===== src/rtl/if_id_stage_pkg.sv =====
// Core-wide constants shared by the pipeline stages.
// Fetch and decode widths and the canonical nop.
package if_id_stage_pkg;

  localparam int pc_size   = 18;
  localparam int data_size = 32;
  localparam int PC_STEP   = 4;

  localparam logic [31:0] NOP_INSTR = 32'h0000_0000;

endpackage


===== src/rtl/if_id_stage_pc_reg.sv =====
// Program counter register.
// Async active-low clear, falling-edge load.
module pc_reg #(
  parameter int pc_size = 18
) (
  input  logic               clk,
  input  logic               rst,
  input  logic               load,
  input  logic [pc_size-1:0] d,
  output logic [pc_size-1:0] q
);

  always_ff @(negedge clk or negedge rst) begin
    if (!rst) begin
      q <= '0;
    end else if (load) begin
      q <= d;
    end
  end

endmodule


===== src/rtl/if_id_stage.sv =====
// Fetch stage: PC, IM address and the IF/ID register.
// Redirects from EX override stalls and flushes.
module if_id_stage
  import if_id_stage_pkg::*;
#(
  parameter int pc_size   = if_id_stage_pkg::pc_size,
  parameter int data_size = if_id_stage_pkg::data_size
) (
  input  logic                 clk,
  input  logic                 rst,
  input  logic                 PCWrite,
  input  logic                 IF_IDWrite,
  input  logic                 IF_Flush,
  input  logic                 redirect_valid,
  input  logic [pc_size-1:0]   redirect_pc,
  output logic [pc_size-1:0]   IM_addr,
  input  logic [data_size-1:0] IM_instr,
  output logic [pc_size-1:0]   ID_PC,
  output logic [data_size-1:0] ID_ir,
  output logic                 ID_valid,
  output logic [31:0]          fetch_count
);

  logic [pc_size-1:0] pc;
  logic [pc_size-1:0] pc_plus4;
  logic [pc_size-1:0] pc_next;
  logic               pc_load;
  logic               bubble;
  logic               fetch;
  logic               unused_low;

  assign unused_low = ^redirect_pc[1:0];

  assign pc_plus4 = pc + pc_size'(PC_STEP);
  assign pc_load  = redirect_valid | PCWrite;
  assign pc_next  = redirect_valid
                  ? {redirect_pc[pc_size-1:2], 2'b00}
                  : pc_plus4;

  assign bubble = redirect_valid | IF_Flush;
  assign fetch  = !bubble && IF_IDWrite;

  pc_reg #(
    .pc_size(pc_size)
  ) u_pc (
    .clk (clk),
    .rst (rst),
    .load(pc_load),
    .d   (pc_next),
    .q   (pc)
  );

  assign IM_addr = pc;

  always_ff @(negedge clk or negedge rst) begin
    if (!rst) begin
      ID_ir    <= data_size'(NOP_INSTR);
      ID_PC    <= '0;
      ID_valid <= 1'b0;
    end else begin
      unique case (1'b1)
        bubble: begin
          ID_ir    <= data_size'(NOP_INSTR);
          ID_PC    <= '0;
          ID_valid <= 1'b0;
        end
        fetch: begin
          ID_ir    <= IM_instr;
          ID_PC    <= pc_plus4;
          ID_valid <= 1'b1;
        end
        default: ;
      endcase
    end
  end

  always_ff @(negedge clk or negedge rst) begin
    if (!rst) begin
      fetch_count <= '0;
    end else if (fetch) begin
      fetch_count <= fetch_count + 32'd1;
    end
  end

endmodule


===== config.mk =====
export PLATFORM = sky130hd
export DESIGN_NAME = if_id_stage
export DESIGN_NICKNAME = d
export VERILOG_FILES = /design/src/rtl/if_id_stage_pkg.sv /design/src/rtl/if_id_stage_pc_reg.sv /design/src/rtl/if_id_stage.sv
export SDC_FILE = /design/constraint.sdc
export NUM_CORES = 1
export LEC_CHECK = 0
export CAP_MARGIN = 0
export CORE_MARGIN = 1
export CORE_UTILIZATION = 41
export CTS_CLUSTER_DIAMETER = 50
export CTS_CLUSTER_SIZE = 12
export DETAILED_ROUTE_END_ITERATION = 16
export PLACE_DENSITY = 0.77
export SYNTH_ARGS = -nofsm -noshare
export SYNTH_HDL_FRONTEND = slang
export SYNTH_HIERARCHICAL = 1
export SYNTH_SLANG_ARGS = --single-unit

===== constraint.sdc =====
create_clock -name clk -period 1.94 [get_ports clk]
set_input_delay 0.291 -clock clk [delete_from_list [all_inputs] [get_ports clk]]
set_output_delay 0.291 -clock clk [all_outputs]
set_load 0.01 [all_outputs]

==> results.py <==
metrics = {
    "final_layout": {
        "n_antenna_cell": 0,
        "synthToLayoutAreaGrowth_pct": 74.8,
        "design_area_um2": 7880,
        "drive_gt1_share_pct": 53.2,
        "fin_cells": 814,
        "nets": 731,
        "mostFrequentLayoutCell": "buf_4",
        "final_cell_mix": "buf_4 (122), dfrtn_1 (101), buf_2 (86), a22o_1 (49), clkdlybuf4s50_1 (49)",
        "utilization_pct": 75.0,
    },
    "setup_path": {
        "path_cells": "buf_6 -> or3b_4 -> or3_4 -> buf_12 -> nor3_4 -> xor2_1",
        "r2r_cells": 7,
        "cp-start-kind": "input pin",
        "startpoint": "IF_Flush",
        "crit_slowest_cell": "or3_4",
        "crit_arrival_ns": 1.59,
        "r2r_start": "u_pc/q[5]$_DFFE_NN0P_",
        "r2r_end": "u_pc/q[17]$_DFFE_NN0P_",
        "crit_fanout": 5,
        "timing.critical_path.to": "fetch_count[13]$_DFFE_NN0P_",
        "crit_family": "simple AND/OR/NAND/NOR gates",
        "crit_cells": 6,
        "worstPathRequired_ns": 1.17,
        "reg2reg_slack_ns": -0.19,
        "endpoint_kind": "register",
        "crit_type": "input pin to register",
        "max_stage_delay_ns": 0.43,
        "cp_num_buf_inv": 2,
    },
    "routing": {
        "drc_errors": 0,
        "drt_iter0_drc": 159,
        "via_per_inst": 5.24,
        "ant_nets": 0,
        "vias": 4266,
        "post_drt_wl_per_cell_um": 18.6,
        "drt_wl_total_um": 15100,
        "firstDrtPassIters": 5,
    },
    "sta": {
        "hold_viol_final": 0,
        "relSlewSlack_pct": 71.8,
        "skew_ns": 0.00763,
        "drv_slew": 0,
        "setup_viol": 201,
        "fin_ws_ns": -0.422,
        "rsz0062_at_grt": "true",
        "tightest_slew_ns": 0.422,
    },
    "power_and_ir_drop": {
        "power.density_nw_per_um2": 695,
        "peakVddDrop_v": 0.000449,
        "p_leak_uw": 0.00403,
    },
    "synthesis": {
        "synth-seq-cells": 101,
        "yosysSeqAreaShare_pct": 56.0,
        "yosys_warnings": 6,
        "syn_area_um2": 4510,
        "postSynthNetCount": 410,
        "synthDistinctLibCells": 32,
        "synth_area_per_cell_um2": 12.8,
        "yosys.area.top_type_share_pct": 56.0,
        "synth_largest_area_cell": "dfrtn_1",
        "synth_area_leaders": "dfrtn_1 (56%), a22o_1 (9.5%), mux2_2 (5.7%)",
        "syn_inst": 352,
    },
    "clock_tree": {
        "holdBufCountCts": 0,
        "cts_tree": "done",
        "cts-buffers-inserted": 9,
        "worstSkewPairLatency_ns": 0.35,
        "root_buffer": "clkbuf_8",
        "cts_buffer_depth": 2,
        "path_clk_slew_ns": 0.07,
        "cts.sinks": 101,
        "cts_htree_levels": 3,
    },
    "hold_path": {
        "worstHoldPathType": "register to register",
        "hp-start": "ID_ir[27]$_DFFE_NN0P_",
    },
    "grt": {
        "met3_usage_pct": 5.71,
        "grt_pass1_vias": 4237,
        "grt_pass1_wl_um": 22600,
        "met2_usage_pct": 43.7,
        "grt_max_degree": 40,
        "use_met1_pct": 34.0,
        "antenna_found_initial": 0,
        "track_usage_pct": 26.1,
        "grt_busiest_layer": "met2",
        "grt-ovfl-total": 0,
    },
    "floorplan": {
        "initial_utilization_pct": 42.9,
        "core_area_um2": 10500,
        "fp.dieH_um": 107,
        "core.rowCount": 37,
        "die_area_um2": 11400,
        "fp.dieW_um": 107,
        "io_pins": 157,
    },
    "status": {
        "status": "complete, but fails checks",
        "violations": "negative setup slack",
    },
    "placement": {
        "placed_cells": 710,
        "place_area_um2": 6880,
        "port_buffers": 154,
        "dp_hpwl_um": 8960,
        "gp_congestion": 0.834,
    },
    "run": {
        "drv_cap": 0,
    },
}
==> how the worst min path moves through the flow <==
stage          slack (ns)                     endpoint  cells after the start
6_report             0.45        ID_ir[27]$_DFFE_NN0P_                      1
5_1_grt              0.47         ID_ir[4]$_DFFE_NN0P_                      1
4_1_cts              0.46        ID_ir[10]$_DFFE_NN0P_                      1
3_5_place_dp         0.45         ID_PC[2]$_DFFE_NN0P_                      2
3_3_place_gp         0.44         ID_PC[2]$_DFFE_NN0P_                      2
2_1_floorplan        0.44  fetch_count[30]$_DFFE_NN0P_                      1
==> per-stage QoR <==
| step | setup TNS (ns) | hold slack [ns] | worst slack, ns | power [uW] |
|---|---|---|---|---|
| floorplan | -38.21 | 0.443 | -0.682 | 2990 |
| global placement | -114.88 | 0.445 | -1.14 | 3870 |
| detailed placement | -115.88 | 0.447 | -1.16 | 3900 |
| CTS | -49.13 | 0.456 | -0.483 | 5330 |
| global route | -52.74 | 0.469 | -0.469 | 5700 |
| finish | -47.65 | 0.451 | -0.422 | 5480 |
==> routing by layer <==
| metal | share of wire (%) | up-vias |
|---|---|---|
| met5 | 0 | - |
| met4 | 1.3 | 0 |
| met3 | 6.1 | 17 |
| met2 | 51 | 167 |
| met1 | 42 | 2142 |
| li1 | - | 1940 |
==> layout make-up <==
class                      instances  area [um^2]
timing repair buffer             326         2920
fill                             669         2630
sequential                       101         2530
multi-input combinational        229         2040
tap                              136          170
clock buffer                      10          138
clock inverter                     6         68.8
inverter                           6         22.5
==> report_power, final <==
| group | switching (uW) | internal [uW] |
|---|---|---|
| sequential | 127 | 2290 |
| combinational | 715 | 918 |
| clock | 781 | 644 |
| total | 1620 | 3850 |
==> worst reg2reg max path, cell delays in order (launching register included) <==
cell	delay (ns)
dfrtn_1	0.42
buf_4	0.15
nand4_1	0.21
buf_4	0.21
nor4_2	0.30
xor2_1	0.13
mux2_2	0.29
mux2_2	0.27
==> cells in the mapped netlist <==
cell      instances
buf_6             3
nor4_4            2
nor4_1            5
mux2_4           10
ha_1              2
nor3_2            2
and4_1            2
buf_12            1
nand3_2           1
clkbuf_1         13
or3_1             1
nor3b_1           1
o21ai_0           2
xor2_1           22
nand3_1          15
or3b_4            1
a22o_1           49
and3_1            7
nor2_1            9
inv_1             6
mux2_2           23
nor3_4            1
nor4_2            1
nor3_1           10
dfrtn_1         101
or2_2             1
and4bb_2          1
nand4b_1          2
nand2_1          17
nor2b_1           2
xnor2_1          23
nand4_1          16
==> repair_timing <==
item	in CTS	in global routing
buffers inserted	45	38
gates cloned	15	1
pin swaps	25	46
resized for setup	472	44
endpoints found under the hold margin	0	0
endpoints found under the setup margin	201	201
==> kinds of logic after synthesis <==
group                    Yosys count  share of synthesized area (%)
XOR/XNOR                          45                           8.74
flip-flops                       101                           56.0
multiplexers                      33                           9.07
AND/OR/NAND/NOR                   97                           13.1
AO/OA/AOI/OAI                     51                           9.74
buffers and inverters             23                           2.77
adder cells (fa/ha/maj)            2                          0.555
==> registers in the layout, summed over array words and instances (netlist names) <==
| register | flops |
|---|---|
| ID_ir | 32 |
| fetch_count | 32 |
| ID_PC | 18 |
| u_pc/q | 18 |
| ID_valid | 1 |
(Power assumes the default switching activity.)
